===== src/rtl/cpu_types_pkg.sv =====
// Shared CPU datapath types: the machine word and the instruction-cache frame.
package cpu_types_pkg;

    localparam int CPU_WORD_W = 32;

    typedef logic [CPU_WORD_W-1:0] word_t;

    // One cache frame. The tag is stored right-aligned (address >> (IDX_W+2)),
    // so the upper bits of the field are zero for any realistic set count.
    typedef struct packed {
        logic  valid;
        word_t tag;
        word_t data;
    } icache_frame_t;

endpackage


===== src/rtl/icache_dm_array.sv =====
// Frame storage for icache_dm: SETS frames, one write port, combinational read.
// Valid bits are cleared synchronously on rst; tag/data are left uninitialised.
// With ICACHE_PREFETCH_EN defined, a second read port looks up the next line.
module icache_dm_array
    import cpu_types_pkg::*;
#(
    parameter int SETS = 16,
    localparam int IDX_W = $clog2(SETS)
) (
    input  logic             clk,
    input  logic             rst,
    input  logic             we,
    input  logic [IDX_W-1:0] widx,
    input  word_t            wtag,
    input  word_t            wdata,
    input  logic [IDX_W-1:0] ridx,
    output icache_frame_t    rframe
`ifdef ICACHE_PREFETCH_EN
    ,
    input  logic [IDX_W-1:0] pidx,
    output icache_frame_t    pframe
`endif
);

    logic [SETS-1:0] valid_bits;
    word_t           tag_mem  [SETS];
    word_t           data_mem [SETS];

    // Valid bits: cleared by reset, set by a fill. A fill racing reset is dropped.
    always_ff @(posedge clk) begin
        if (rst) begin
            valid_bits <= '0;
        end else if (we) begin
            valid_bits[widx] <= 1'b1;
        end
    end

    // Tag/data storage: no reset, written only by a fill outside reset.
    always_ff @(posedge clk) begin
        if (we && !rst) begin
            tag_mem[widx]  <= wtag;
            data_mem[widx] <= wdata;
        end
    end

    assign rframe.valid = valid_bits[ridx];
    assign rframe.tag   = tag_mem[ridx];
    assign rframe.data  = data_mem[ridx];

`ifdef ICACHE_PREFETCH_EN
    assign pframe.valid = valid_bits[pidx];
    assign pframe.tag   = tag_mem[pidx];
    assign pframe.data  = data_mem[pidx];
`endif

endmodule


===== src/rtl/icache_dm.sv =====
// Direct-mapped, one-word-per-frame instruction cache. Hits are served in the
// same cycle; a miss requests the word from the memory controller over
// iREN/iaddr, holds until iwait falls, fills the frame and returns to IDLE.
// Optional macro ICACHE_PREFETCH_EN adds a single next-line prefetch after
// every demand fill (no chaining, no wrap past 0xFFFFFFFC).
module icache_dm
    import cpu_types_pkg::*;
#(
    parameter int SETS   = 16,
    parameter int WORD_W = 32
) (
    input  logic              CLK,
    input  logic              RST,
    input  logic              imemREN,
    input  logic [WORD_W-1:0] imemaddr,
    output logic              ihit,
    output logic [WORD_W-1:0] imemload,
    output logic              iREN,
    output logic [WORD_W-1:0] iaddr,
    input  logic              iwait,
    input  logic [WORD_W-1:0] iload
);

    localparam int IDX_W = $clog2(SETS);

`ifdef ICACHE_PREFETCH_EN
    typedef enum logic [1:0] {IDLE, FETCH, PREFETCH} state_t;
`else
    typedef enum logic [0:0] {IDLE, FETCH} state_t;
`endif

    function automatic logic [IDX_W-1:0] idx_of(input word_t a);
        return a[IDX_W+1:2];
    endfunction

    function automatic word_t tag_of(input word_t a);
        return a >> (IDX_W + 2);
    endfunction

    state_t        state;
    word_t         miss_addr;
    icache_frame_t rd_frame;
    logic          tag_match;
    logic          fill;

    assign tag_match = rd_frame.valid && (rd_frame.tag == tag_of(imemaddr));
    assign fill      = (state != IDLE) && !iwait;
    assign iaddr     = miss_addr;

    // imemload is only meaningful with ihit; an invalid frame reads as zero so
    // the output is clean straight out of reset despite the unreset data array.
    assign imemload  = rd_frame.valid ? rd_frame.data : '0;

`ifdef ICACHE_PREFETCH_EN
    word_t         next_addr;
    icache_frame_t pf_frame;
    logic          pf_skip;
    logic          unused_pf_data;

    assign next_addr      = miss_addr + 32'd4;
    assign pf_skip        = (miss_addr == 32'hFFFF_FFFC) ||
                            (pf_frame.valid && (pf_frame.tag == tag_of(next_addr)));
    assign unused_pf_data = ^pf_frame.data;
`endif

    icache_dm_array #(.SETS(SETS)) u_array (
        .clk    (CLK),
        .rst    (RST),
        .we     (fill),
        .widx   (idx_of(miss_addr)),
        .wtag   (tag_of(miss_addr)),
        .wdata  (iload),
        .ridx   (idx_of(imemaddr)),
        .rframe (rd_frame)
`ifdef ICACHE_PREFETCH_EN
        ,
        .pidx   (idx_of(next_addr)),
        .pframe (pf_frame)
`endif
    );

    // Hit decode: full service in IDLE; during a prefetch only frames other
    // than the one being filled may hit; never during a demand fetch.
    always_comb begin
        ihit = 1'b0;
        case (state)
            IDLE:     ihit = imemREN && tag_match;
`ifdef ICACHE_PREFETCH_EN
            PREFETCH: ihit = imemREN && tag_match &&
                             (idx_of(imemaddr) != idx_of(miss_addr));
`endif
            default:  ihit = 1'b0;
        endcase
    end

    // Miss/fill sequencer with registered iREN and request address.
    always_ff @(posedge CLK) begin
        if (RST) begin
            state     <= IDLE;
            miss_addr <= '0;
            iREN      <= 1'b0;
        end else begin
            case (state)
                IDLE: begin
                    if (imemREN && !tag_match) begin
                        miss_addr <= {imemaddr[WORD_W-1:2], 2'b00};
                        iREN      <= 1'b1;
                        state     <= FETCH;
                    end
                end
                FETCH: begin
                    if (!iwait) begin
`ifdef ICACHE_PREFETCH_EN
                        if (pf_skip) begin
                            iREN  <= 1'b0;
                            state <= IDLE;
                        end else begin
                            miss_addr <= next_addr;
                            state     <= PREFETCH;
                        end
`else
                        iREN  <= 1'b0;
                        state <= IDLE;
`endif
                    end
                end
`ifdef ICACHE_PREFETCH_EN
                PREFETCH: begin
                    if (!iwait) begin
                        iREN  <= 1'b0;
                        state <= IDLE;
                    end
                end
`endif
                default: begin
                    iREN  <= 1'b0;
                    state <= IDLE;
                end
            endcase
        end
    end

endmodule


===== config.mk =====
export PLATFORM = sky130hd
export DESIGN_NAME = icache_dm
export DESIGN_NICKNAME = d
export VERILOG_FILES = /design/src/rtl/cpu_types_pkg.sv /design/src/rtl/icache_dm_array.sv /design/src/rtl/icache_dm.sv
export SDC_FILE = /design/constraint.sdc
export NUM_CORES = 1
export LEC_CHECK = 0
export ABC_AREA = 1
export ABC_CLOCK_PERIOD_IN_PS = 6300
export CORE_MARGIN = 3
export CORE_UTILIZATION = 25
export DETAILED_ROUTE_END_ITERATION = 8
export HOLD_SLACK_MARGIN = 0.12
export PLACE_DENSITY = 0.49
export RECOVER_POWER = 25
export SYNTH_ARGS = -nofsm -noshare
export SYNTH_HDL_FRONTEND = slang
export SYNTH_SLANG_ARGS = --single-unit
export TNS_END_PERCENT = 20

===== constraint.sdc =====
create_clock -name CLK -period 6.3 [get_ports CLK]
set_clock_uncertainty 0.2 [all_clocks]
set_input_delay 0.63 -clock CLK [delete_from_list [all_inputs] [get_ports CLK]]
set_output_delay 0.63 -clock CLK [all_outputs]
set_load 0.01 [all_outputs]

==> results.py <==
metrics = {
    "outcome": {
        "status": "completed",
    },
    "synth": {
        "postSynthAreaPerCell_sq_um": 11.5,
        "post-synth-top-count-cell": "edfxtp_1",
        "ys_ff_latch": 976,
        "synth_warnings": 0,
        "synth_edf_count": 928,
        "async_reset_ff_share_pct": 0,
        "synth_cell_type_count": 27,
        "synth_commonest_cells": "edfxtp_1, nand2_1, nor2_1",
        "syn_area_sq_um": 39900,
        "synth_top_area_cell": "edfxtp_1",
        "synth_top_flop_cell": "edfxtp_1",
        "netlist.area_leader.share_pct": 69.9,
        "syn_inst": 3478,
        "ys_seq_area_share_pct": 72.3,
        "synth_area_leaders": "edfxtp_1, nand2_1, nor2_1",
    },
    "finish": {
        "multi_input_area_sq_um": 9300,
        "nets": 3623,
        "final-seq-area_sq_um": 28800,
        "syn2layout_area_growth_pct": 16.6,
        "drive_above_1_share_pct": 5.76,
        "fin_cells": 5694,
        "fillCellCount": 16000,
    },
    "place": {
        "gp_congestion": 0.769,
        "dp_cells": 5516,
        "port_buffers": 129,
        "place_hpwl_microns": 62400,
        "place_ws_ns": 1.33,
    },
    "timing": {
        "worst_slew_pin_slew_ns": 1.12,
        "rsz0062_at_grt": "no",
        "finalHoldViolations": 0,
        "hold_ws_ns": 0.254,
        "finalMaxSlewViolations": 0,
        "post-route-period-util_pct": 79.5,
        "setup_viol": 0,
        "max_slew_margin_pct": 25.1,
        "fmax_mhz": 200,
        "fin_setup_tns_ns": 0,
        "worst_slack_ns": 1.29,
        "fin_crit_ns": 5.01,
    },
    "critical_path": {
        "setup.worst_path.start": "imemaddr[2]",
        "critPathKind": "in -> out",
        "r2r-end": "iREN$_SDFFE_PP0P_",
        "critPathRequiredTime_ns": 5.47,
        "critPathLaunchType": "primary input",
        "worst_r2r_path_depth": 16,
        "slowest_stage": "buf_4",
        "crit_fanout": 94,
        "crit_chain": "buf_8 > buf_4 > o211ai_1 > nand3_1 > nand3_1 > nand2_2 > nand2_1 > inv_1 > nand2_1 > nor2_1 > nand3_1 > nor3_1 > clkdlybuf4s50_1",
        "r2r_slack_ns": 2.85,
        "cpMostUsedCell": "nand3_1",
        "worstPathArrival_ns": 4.18,
        "endpoint": "ihit",
        "worstSetupEndpointType": "output port",
        "r2r-start": "u_array.valid_bits[9]$_SDFFE_PP0P_",
        "critPathMaxStageDelay_ns": 0.78,
    },
    "floorplan": {
        "rows": 145,
        "die-area_sq_um": 164000,
        "die_w_microns": 405,
        "floorplan.initialDensity_pct": 25.4,
        "dieHeight_microns": 405,
        "pin_count": 134,
        "core-area_sq_um": 157000,
    },
    "grt": {
        "grt_antenna_before_repair": 19,
        "overflow": 0,
        "grt_max_degree": 204,
        "grt_usage_pct": 13.9,
        "first_global_vias": 24500,
        "grt_pass1_wl_microns": 170000,
    },
    "clocking": {
        "clockBufferDepth": 3,
        "postCtsResizedCells": 0,
        "cts_tree": "yes",
        "cts-root-buf": "clkbuf_16",
        "htree_levels": 3,
        "clkTransAtPathRegs_ns": 0.06,
        "numCtsBuffers": 95,
        "clock-sinks": 976,
        "clock_latency_ns": 0.68,
        "post-cts-setup-buffer-count": 0,
        "hold_buffers": 0,
    },
    "power": {
        "leakagePower_nw": 16.4,
        "p_per_area_nw_per_um2": 294,
        "ir_drop_mv": 0.183,
    },
    "detailed_routing": {
        "firstDrtPassIters": 5,
        "wl_per_cell_microns": 20.6,
        "routed_via_density": 4.61,
        "postRouteAntennaNets": 0,
        "drcViolationCount": 0,
        "drt_wl_total_microns": 117000,
        "via_count": 26300,
        "drtIter0Drc": 2211,
    },
    "min_path": {
        "hp-class": "reg -> reg",
    },
    "job": {
        "cap_violations": 0,
    },
}
==> cells in the final DEF (no fill, tap or decap), drive strengths merged <==
master / netlist / routed
a21oi: 8 / 8
a31oi: 8 / 8
buf: 98 / 65
bufinv: 0 / 5
clkbuf: 116 / 128
clkdlybuf4s50: 0 / 106
clkinv: 2 / 43
clkinvlp: 0 / 1
conb: 1 / 2
dfxtp: 48 / 48
diode: 0 / 5
dlygate4sd3: 0 / 19
edfxtp: 928 / 928
inv: 231 / 232
nand2: 750 / 750
nand3: 309 / 309
nor2: 457 / 457
nor3: 1 / 1
o211ai: 29 / 29
o21ai: 360 / 360
o221ai: 56 / 56
o22ai: 72 / 72
or2: 4 / 4
==> routing by layer <==
metal  vias to the layer above  share of wire [%]  GRT usage, %
li1                      12300                  -             -
met1                     13100                 47          20.2
met2                       736                 45          21.8
met3                       146                6.0          2.50
met4                         2                1.6          2.72
met5                         -             0.0077             0
==> where the power goes <==
part	switching, W	internal, W	total, W
clock network	0.00244	0.00307	0.00551
registers	0.0000674	0.00716	0.00722
logic	0.000651	0.000296	0.000947
total	0.00316	0.0105	0.0137
==> cell type report <==
type	instances	share of cell area, %
Clock inverter	48	0.764
Sequential cell	976	62.0
Inverter	233	1.92
Clock buffer	125	5.54
Timing Repair Buffer	193	4.20
Tap cell	2058	5.54
Antenna cell	5	0.0269
Multi-Input combinational cell	2056	20.0
==> through the flow <==
step	area, sq um	utilization (%)	power [W]
6_report	46500	29.6	0.0137
5_1_grt	46500	29.5	0.0142
4_1_cts	46500	29.6	0.0138
3_5_place_dp	43600	27.7	0.00833
3_3_place_gp	43600	27.7	0.00832
2_1_floorplan	39900	-	0.00786
==> state kept, by name, summed over array words and instances (netlist names) <==
register            flops
u_array.data_mem      512
u_array.tag_mem       416
iaddr                  30
u_array.valid_bits     16
iREN                    1
state                   1
==> worst min path at each step <==
| stage | cells past startpoint | to | slack, ns | startpoint |
|---|---|---|---|---|
| 3_3_place_gp | 2 | u_array.valid_bits[6]$_SDFFE_PP0P_ | 0.24 | u_array.valid_bits[6]$_SDFFE_PP0P_ |
| 5_1_grt | 2 | u_array.valid_bits[3]$_SDFFE_PP0P_ | 0.29 | u_array.valid_bits[3]$_SDFFE_PP0P_ |
| 4_1_cts | 2 | state$_SDFF_PP0_ | 0.26 | state$_SDFF_PP0_ |
| 3_5_place_dp | 2 | u_array.valid_bits[12]$_SDFFE_PP0P_ | 0.24 | u_array.valid_bits[12]$_SDFFE_PP0P_ |
| 2_1_floorplan | 2 | u_array.valid_bits[0]$_SDFFE_PP0P_ | 0.22 | u_array.valid_bits[0]$_SDFFE_PP0P_ |
| 6_report | 2 | state$_SDFF_PP0_ | 0.25 | state$_SDFF_PP0_ |
==> kinds of logic after synthesis <==
kind of cell / Yosys count / synth area share (%)
and+or+nand+nor: 1521 / 15.3
DFF: 976 / 72.3
AOI/OAI and AO/OA: 533 / 7.65
buffers and inverters: 447 / 4.73
other: 1 / 0.00940
==> worst max-delay path, delay by kind of cell <==
kind / cells / cell delay, ns
buffers and inverters: 4 / 1.73
AOI/OAI and AO/OA: 1 / 0.20
and+or+nand+nor: 8 / 1.58
Note: power is estimated with default switching activity, not from simulation.
